==> src/rtl/ps2_pkg.sv <==
// Shared definitions for the PS/2 host-to-device transmitter:
// FSM state type, common keyboard command bytes, request-phase length
// and the odd-parity helper.
package ps2_pkg;

    typedef enum logic [2:0] {
        ST_IDLE    = 3'd0,
        ST_INHIBIT = 3'd1,
        ST_REQ     = 3'd2,
        ST_DATA    = 3'd3,
        ST_PARITY  = 3'd4,
        ST_STOP    = 3'd5,
        ST_ACK     = 3'd6,
        ST_RELEASE = 3'd7
    } ps2_state_e;

    localparam logic [7:0] PS2_CMD_LED    = 8'hED;
    localparam logic [7:0] PS2_CMD_RESET  = 8'hFF;
    localparam logic [7:0] PS2_CMD_ENABLE = 8'hF4;

    // Cycles the host holds both lines low (start bit) before releasing clock.
    localparam int PS2_REQ_CYCLES = 16;

    // PS/2 frames use odd parity: data bits plus parity bit hold an odd count of ones.
    function automatic logic ps2_parity(input logic [7:0] data);
        return ~^data;
    endfunction

endpackage

==> src/rtl/ps2_sync_edge.sv <==
// Two-flop synchronizer for one raw PS/2 pin plus falling-edge detect.
// The flops reset to 1 because an idle open-drain PS/2 line floats high,
// so leaving reset does not fabricate an edge on an idle bus.
module ps2_sync_edge (
    input  logic i_clk,
    input  logic i_rst_n,
    input  logic i_pin,
    output logic o_level,
    output logic o_fe
);

    logic r_meta;
    logic r_sync;
    logic r_prev;

    // Synchronize the pin and keep one older sample for edge detection.
    always_ff @(posedge i_clk or negedge i_rst_n) begin
        if (!i_rst_n) begin
            r_meta <= 1'b1;
            r_sync <= 1'b1;
            r_prev <= 1'b1;
        end else begin
            r_meta <= i_pin;
            r_sync <= r_meta;
            r_prev <= r_sync;
        end
    end

    assign o_level = r_sync;
    assign o_fe    = r_prev & ~r_sync;

endmodule

==> src/rtl/ps2_host_tx.sv <==
// PS/2 host-to-device byte transmitter (open-drain, device-clocked).
// Handshake: a byte is taken on a rising CLOCK_50 edge where tx_valid and
// tx_ready are both high; tx_ready is high only in IDLE, so requests made
// while busy are dropped, not queued. done/err are single-cycle results.
// Optional watchdog: define PS2_TX_TIMEOUT_EN to abort a transfer that has
// not finished TIMEOUT_MS after accept.
// state exposes the FSM encoding for observation.
module ps2_host_tx
    import ps2_pkg::*;
#(
    parameter int CLK_HZ     = 50_000_000,
    parameter int INHIBIT_US = 100,
    parameter int TIMEOUT_MS = 15
) (
    input  logic       CLOCK_50,
    input  logic       reset_n,
    input  logic       tx_valid,
    input  logic [7:0] tx_data,
    output logic       tx_ready,
    output logic       busy,
    output logic       done,
    output logic       err,
    input  logic       ps2_clk_in,
    input  logic       ps2_dat_in,
    output logic       ps2_clk_oe,
    output logic       ps2_dat_oe,
    output logic [2:0] state
);

    localparam int INHIBIT_CYCLES = CLK_HZ / 1_000_000 * INHIBIT_US;
    localparam int CNT_MAX = (INHIBIT_CYCLES > PS2_REQ_CYCLES) ? INHIBIT_CYCLES : PS2_REQ_CYCLES;
    localparam int CNT_W   = $clog2(CNT_MAX + 1);

    ps2_state_e       r_state;
    logic [7:0]       r_byte;
    logic             r_parity;
    logic [CNT_W-1:0] r_cnt;
    logic [2:0]       r_bit_cnt;
    logic             r_clk_oe;
    logic             r_dat_oe;

    logic w_clk_lvl;
    logic w_clk_fe;
    logic w_dat_lvl;
    logic w_dat_fe;
    logic w_accept;
    logic w_done;
    logic w_nack;
    logic w_timeout;
    logic w_wdog_err;

    ps2_sync_edge u_sync_clk (
        .i_clk   (CLOCK_50),
        .i_rst_n (reset_n),
        .i_pin   (ps2_clk_in),
        .o_level (w_clk_lvl),
        .o_fe    (w_clk_fe)
    );

    ps2_sync_edge u_sync_dat (
        .i_clk   (CLOCK_50),
        .i_rst_n (reset_n),
        .i_pin   (ps2_dat_in),
        .o_level (w_dat_lvl),
        .o_fe    (w_dat_fe)
    );

`ifdef PS2_TX_TIMEOUT_EN
    localparam int TIMEOUT_CYCLES = TIMEOUT_MS * (CLK_HZ / 1000);
    localparam int WD_W = $clog2(TIMEOUT_CYCLES + 1);

    logic [WD_W-1:0] r_wdog;

    // Watchdog: zero while idle, counts every cycle of an active transfer.
    always_ff @(posedge CLOCK_50 or negedge reset_n) begin
        if (!reset_n) begin
            r_wdog <= '0;
        end else if (r_state == ST_IDLE) begin
            r_wdog <= '0;
        end else begin
            r_wdog <= r_wdog + WD_W'(1);
        end
    end

    // Fires in the TIMEOUT_CYCLES-th cycle after accept.
    assign w_timeout = (r_state != ST_IDLE) && (r_wdog == WD_W'(TIMEOUT_CYCLES - 1));
`else
    assign w_timeout = 1'b0;
`endif

    assign w_accept   = tx_valid && (r_state == ST_IDLE);
    assign w_done     = (r_state == ST_RELEASE) && w_clk_lvl && w_dat_lvl;
    assign w_nack     = (r_state == ST_ACK) && w_clk_fe && w_dat_lvl;
    // A successful finish wins over a watchdog expiring in the same cycle.
    assign w_wdog_err = w_timeout && !w_done;

    // Main transfer sequencer: inhibit, request-to-send, then shift the frame
    // out on device falling edges and collect the ACK.
    always_ff @(posedge CLOCK_50 or negedge reset_n) begin
        if (!reset_n) begin
            r_state   <= ST_IDLE;
            r_byte    <= '0;
            r_parity  <= 1'b0;
            r_cnt     <= '0;
            r_bit_cnt <= '0;
            r_clk_oe  <= 1'b0;
            r_dat_oe  <= 1'b0;
        end else if (w_wdog_err) begin
            r_state  <= ST_IDLE;
            r_clk_oe <= 1'b0;
            r_dat_oe <= 1'b0;
        end else begin
            case (r_state)
                ST_IDLE: begin
                    r_clk_oe <= 1'b0;
                    r_dat_oe <= 1'b0;
                    if (w_accept) begin
                        r_byte    <= tx_data;
                        r_parity  <= ps2_parity(tx_data);
                        r_cnt     <= '0;
                        r_bit_cnt <= '0;
                        r_clk_oe  <= 1'b1;
                        r_state   <= ST_INHIBIT;
                    end
                end
                ST_INHIBIT: begin
                    if (r_cnt == CNT_W'(INHIBIT_CYCLES - 1)) begin
                        r_cnt    <= '0;
                        r_dat_oe <= 1'b1;
                        r_state  <= ST_REQ;
                    end else begin
                        r_cnt <= r_cnt + CNT_W'(1);
                    end
                end
                ST_REQ: begin
                    if (r_cnt == CNT_W'(PS2_REQ_CYCLES - 1)) begin
                        r_cnt    <= '0;
                        r_clk_oe <= 1'b0;
                        r_state  <= ST_DATA;
                    end else begin
                        r_cnt <= r_cnt + CNT_W'(1);
                    end
                end
                ST_DATA: begin
                    if (w_clk_fe) begin
                        r_dat_oe  <= ~r_byte[r_bit_cnt];
                        r_bit_cnt <= r_bit_cnt + 3'd1;
                        if (r_bit_cnt == 3'd7) begin
                            r_state <= ST_PARITY;
                        end
                    end
                end
                ST_PARITY: begin
                    if (w_clk_fe) begin
                        r_dat_oe <= ~r_parity;
                        r_state  <= ST_STOP;
                    end
                end
                ST_STOP: begin
                    if (w_clk_fe) begin
                        r_dat_oe <= 1'b0;
                        r_state  <= ST_ACK;
                    end
                end
                ST_ACK: begin
                    if (w_clk_fe) begin
                        r_state <= w_dat_lvl ? ST_IDLE : ST_RELEASE;
                    end
                end
                ST_RELEASE: begin
                    if (w_clk_lvl && w_dat_lvl) begin
                        r_state <= ST_IDLE;
                    end
                end
                default: begin
                    r_state <= ST_IDLE;
                end
            endcase
        end
    end

    assign tx_ready   = (r_state == ST_IDLE);
    assign busy       = (r_state != ST_IDLE);
    assign done       = w_done;
    assign err        = w_nack || w_wdog_err;
    assign ps2_clk_oe = r_clk_oe;
    assign ps2_dat_oe = r_dat_oe;
    assign state      = r_state;

    // The data-line edge is not needed by the transmitter.
    logic w_unused;
    assign w_unused = w_dat_fe;

endmodule

==> config.mk <==
export PLATFORM = sky130hd
export DESIGN_NAME = ps2_host_tx
export DESIGN_NICKNAME = d
export VERILOG_FILES = /design/src/rtl/ps2_pkg.sv /design/src/rtl/ps2_sync_edge.sv /design/src/rtl/ps2_host_tx.sv
export SDC_FILE = /design/constraint.sdc
export NUM_CORES = 1
export LEC_CHECK = 0
export ABC_AREA = 1
export CAP_MARGIN = 15
export CORE_MARGIN = 2
export CORE_UTILIZATION = 54
export CTS_BUF_LIST = sky130_fd_sc_hd__clkbuf_4 sky130_fd_sc_hd__clkbuf_8
export DETAILED_ROUTE_END_ITERATION = 12
export PLACE_DENSITY = 0.87
export SYNTH_ARGS = -nofsm -noshare
export SYNTH_HDL_FRONTEND = slang
export SYNTH_HIERARCHICAL = 1
export SYNTH_SLANG_ARGS = --single-unit
==> constraint.sdc <==
create_clock -name CLOCK_50 -period 3.7 [get_ports CLOCK_50]
set_clock_uncertainty 0.1 [all_clocks]
set_input_delay 1.11 -clock CLOCK_50 [delete_from_list [all_inputs] [get_ports CLOCK_50]]
set_output_delay 1.11 -clock CLOCK_50 [all_outputs]
set_load 0.01 [all_outputs]
# ---- After elaboration in Yosys (flattened, before gate mapping)
# Index checks and enable logic that the tools add are counted.
# W data, S select, Z words.
dict set report totals {
  ff_bits 35
  inputBits 13
  output_inout_bits 9
}
dict set report op_classes {
  addsub 2
  order_cmp 1
  n_eq_ne 19
  muxes 28
  bitwise_logic 4
  n_reduce_logical 19
}
# op n
set ops {}
lappend ops {{$mux W13} 3}
lappend ops {{$pmux W13 S3} 1}
lappend ops {{$mux W3} 12}
lappend ops {{$pmux W3 S8} 1}
lappend ops {{$eq A3 B3 Y1 const B} 5}
lappend ops {{$ne A2 B2 Y1 const B} 7}
lappend ops {{$add A13 B1 Y13 const B} 1}
lappend ops {{$eq A13 B13 Y1 const B} 1}
lappend ops {{$eq A13 B4 Y1 const B} 1}
lappend ops {{$reduce_and A9 Y1} 1}
lappend ops {{$reduce_xnor A8 Y1} 1}
lappend ops {{$mux W1} 7}
lappend ops {{$eq A3 B2 Y1 const B} 2}
lappend ops {{$logic_and A1 B1 Y1} 6}
lappend ops {{$pmux W3 S2} 1}
lappend ops {{$reduce_and A2 Y1} 3}
lappend ops {{$reduce_bool A3 Y1} 2}
lappend ops {{$pmux W1 S5} 1}
lappend ops {{$reduce_and A5 Y1} 1}
lappend ops {{$reduce_bool A5 Y1} 1}
lappend ops {{$lt A3 B4 Y1 const B} 1}
lappend ops {{$ne A2 B1 Y1 const B} 2}
lappend ops {{$reduce_bool A2 Y1} 2}
lappend ops {{$add A3 B1 Y3 const B} 1}
lappend ops {{7 further kinds} 9}

# ---- Longest topological paths before layout
dict set report depth {
  depth_word 5
  depth_mapped 10
  depth_no_buf 9
}

# ---- Cells and area by module
# Netlist, hierarchy kept.
# module instances cells_each area_per_inst_um2 seq_area_each_um2
set modules_own_cells {}
lappend modules_own_cells {ps2_host_tx 1 271 1960.6 750.7}
lappend modules_own_cells {ps2_sync_edge 2 5 88.8 78.8}

# ---- Worst setup path before layout
# OpenSTA, ideal clock, no wires.
dict set report synth_path {
  path_kind {reg-to-output}
  startpoint {reg u_sync_clk.r_prev}
  endpoint {out err}
  arrival_ps 1080
  setup_slack_ps 1410
  stages_incl_launch_ff 5
  cell_sequence {dfstp_2 > inv_1 > nor2_2 > inv_1 > nor4_1}
}
dict set report synth_between {
  elab_chain_cells 3
}
# item line_no
set synth_rtl {}
lappend synth_rtl {{from (decl)} ps2_sync_edge.sv:14} ;# logic r_prev;
lappend synth_rtl {{from (signal assigned)} ps2_sync_edge.sv:25} ;# r_prev <= r_sync;
lappend synth_rtl {{$and A1 B1 Y1} ps2_sync_edge.sv:30} ;# assign o_fe = r_prev & ~r_sync;
lappend synth_rtl {{named net w_clk_fe} ps2_host_tx.sv:43} ;# logic w_clk_fe;
lappend synth_rtl {{$logic_and A1 B1 Y1 (2 in series)} ps2_host_tx.sv:93} ;# assign w_nack = (r_state == ST_ACK) && w_clk_fe && w_dat_lvl;
lappend synth_rtl {{to (decl)} ps2_host_tx.sv:22} ;# output logic err,
# The timed path passes the listed nets, and every way through them passes these cells.

# ---- Worst setup path after layout
dict set report layout_path {
  startpoint {reg r_state[2] (netlist: state[2])}
  endpoint {out err}
}
dict set report layout_between {
  elab_chain_cells 3
}
# item line_no
set layout_rtl {}
lappend layout_rtl {{from (decl)} ps2_host_tx.sv:34} ;# ps2_state_e r_state;
lappend layout_rtl {{from (signal assigned)} ps2_host_tx.sv:167} ;# r_state <= w_dat_lvl ? ST_IDLE : ST_RELEASE;
lappend layout_rtl {{$eq A3 B3 Y1} ps2_host_tx.sv:93}
lappend layout_rtl {{$logic_and A1 B1 Y1 (2 in series)} ps2_host_tx.sv:93}
# Every way passes these cells.

==> metrics.md <==
| Metric | Value |
|---|---|
| Cells after synthesis | 278 |
| Hold Crit Class | reg2reg |
| TritonCTS Sinks | 35 |
| Largest net degree at the start of global routing | 36 |
| Final WL | 4240 um |
| FMAX | 310 MHz |
| Final WS setup | 0.472 ns |
| Crit path DAT | 2.02 ns |
| Post-CTS resize count | 0 |
| Mapped cell area | 2100 um2 |
| Remaining antenna violation count after routing | 0 |
| Reg2reg path depth | 7 |
| Setup CP Type | reg2out |
| WP buf/inv | 2 |
| Diode count | 0 |
| RR Endpoint | r_byte[4]$_DFFE_PN0P_ |
| CP Max Fanout | 12 |
| CTS root buf | clkbuf_8 |
| Width of the chip | 66.4 um |
| Hold EP | u_sync_dat/o_level$_DFF_PN1_ |
| Die Ht | 66.4 um |
| Slowest Stage Delay on Critical Path | 0.63 ns |
| First-pass GRT wire length | 7320 um |
| Worst path slowest cell | dfrtp_1 |
| Die area | 4410 um2 |
| Final Hold Fails | 0 |
| Initial DRT Pass Iterations | 4 |
| I/O Buffers | 21 |
| CTS buffer count | 5 |
| I/O pins | 22 |
| Tightest Pin Transition | 0.458 ns |
| R2R Setup Slk | 1.84 ns |
| Crit-path leading delay family | buffers and inverters |
| Site Rows | 22 |
| Core Region | 3690 um2 |
| DRT iter0 DRCs | 153 |
| Outcome | finished clean |
| Syn Area/Cell | 7.56 um2 |
| Max rail drop VDD | 0.000262 V |
| Crit path cell chain | inv_1, nor4_1, clkdlybuf4s50_1 |
| CTS tree | built |
| Crit path time final | 3.23 ns |
| RSZ-0062 raised after global routing | no |
| Critical Path RT | 2.49 ns |
| Final GP Congestion | 0.846 |
| Starting density of the core | 57.0% |
| Power density over cell area | 652 nW/um2 |
| Vias per cell | 5.13 |
| DR DRC count | 0 |
| Net Count, Synth | 294 |
| Worst-path clk slew | 0.07 ns |
| Post-DP HPWL | 3240 um |
| Nets@finish | 320 |
| Critical R2R Launch | state[2]$_DFFE_PN0P_ |
| Share of post-route cells with drive strength above 1 | 11.8% |
| TNS Setup | 0 ns |
| Max Slew Vio Count | 0 |
| Hold_sp | u_sync_dat/r_meta$_DFF_PN1_ |
| Warnings from Yosys | 6 |
| Hold_buf cts | 0 |
| Drt wl/cell | 12.0 um |
| Period Utilization, post-route | 87.2% |
| Hold depth | 0 |
| Gr usage total | 22.2% |
| Clock Path Buffers | 2 |
| Setup crit end kind | output pin |
| Post-CTS Repair Setup Buffers | 0 |
| Area delta synth->final | 15.4% |
| Crit path launch type | flop |
| Via count | 1811 |
| Slew HR | 69.5% |
| Dpl ws | 0.804 ns |
| Vias in the first global route | 1676 |
| Overall Power | 1.58 mW |
| Fillers | 318 |
| Leak | 1.18 nW |
| Endpoints failing setup | 0 |
| Total global routing overflow | 0 |
| CTS H-tree depth | 2 |
| Skew-Pair Late Insertion Delay | 0.29 ns |
| Antenna violations before repair | 0 |
| Max_cap viols | 0 |
## power by group
part           internal, mW  switching (mW)
logic                 0.273           0.442
registers             0.485           0.104
clock network         0.147           0.131
total                 0.904           0.677
## worst max path at each step
| stage | start | end | slack (ns) | depth (start not counted) |
|---|---|---|---|---|
| finish | state[2]$_DFFE_PN0P_ | err | 0.47 | 3 |
| global placement | state[2]$_DFFE_PN0P_ | err | 0.83 | 3 |
| CTS | state[2]$_DFFE_PN0P_ | err | 0.48 | 3 |
| global route | state[2]$_DFFE_PN0P_ | err | 0.29 | 3 |
| floorplan | u_sync_clk/r_prev$_DFF_PN1_ | err | 1.41 | 4 |
| detailed placement | state[2]$_DFFE_PN0P_ | err | 0.80 | 3 |
## per-stage QoR
stage / hold WS [ns] / instance area [um2] / util (%) / std cells
after floorplan: 0.245 / 2100 / - / 278
after global placement: 0.247 / 2340 / 63.4 / 345
after detailed placement: 0.250 / 2340 / 63.4 / 345
after CTS: 0.255 / 2430 / 65.8 / 353
after global routing: 0.258 / 2430 / 65.8 / 353
final: 0.252 / 2430 / 65.8 / 353
## registers in the layout, indices dropped and copies added (netlist names)
| register | count |
|---|---|
| u_sync_clk/r_prev | 1 |
| u_sync_dat/o_level | 1 |
| r_parity | 1 |
| u_sync_clk/r_meta | 1 |
| r_byte | 8 |
| u_sync_dat/r_meta | 1 |
| ps2_dat_oe | 1 |
| r_cnt | 13 |
| state | 3 |
| r_bit_cnt | 3 |
| u_sync_clk/o_level | 1 |
| ps2_clk_oe | 1 |
## per-layer routing
metal,part of all wire [%],vias to the layer above,GRT usage (%)
met1,45,841,29.1
met3,5.3,4,5.79
met5,0,-,0
li1,-,919,-
met4,1.3,0,7.65
met2,49,47,35.4
## worst register-to-register path: stages, from the launching register on
cell and delay, ns:
dfrtp_1 0.54, inv_1 0.22, nand2_1 0.15, nor2_1 0.12, buf_4 0.18, clkinv_1 0.23
nand2_1 0.14, nand2_1 0.06
## final cells by class
cell class                 count  area [um2]  area share (%)
inverter                      31         116            4.80
clock inverter                 1        5.00           0.206
sequential                    35         882            36.4
clock buffer                   7        83.8            3.46
multi-input combinational    208        1050            43.4
tap                           48        60.1            2.48
timing repair buffer          23         225            9.28
## layout by cell type (no fill, tap or decap), types with 8 or more instances in the layout
cell	instances
nand2_1	100
dfrtp_1	30
inv_1	27
nand3_1	26
nor2_1	22
clkdlybuf4s50_1	21
xor2_1	9
o21ai_0	8
Power figures use the tool's default switching activity.
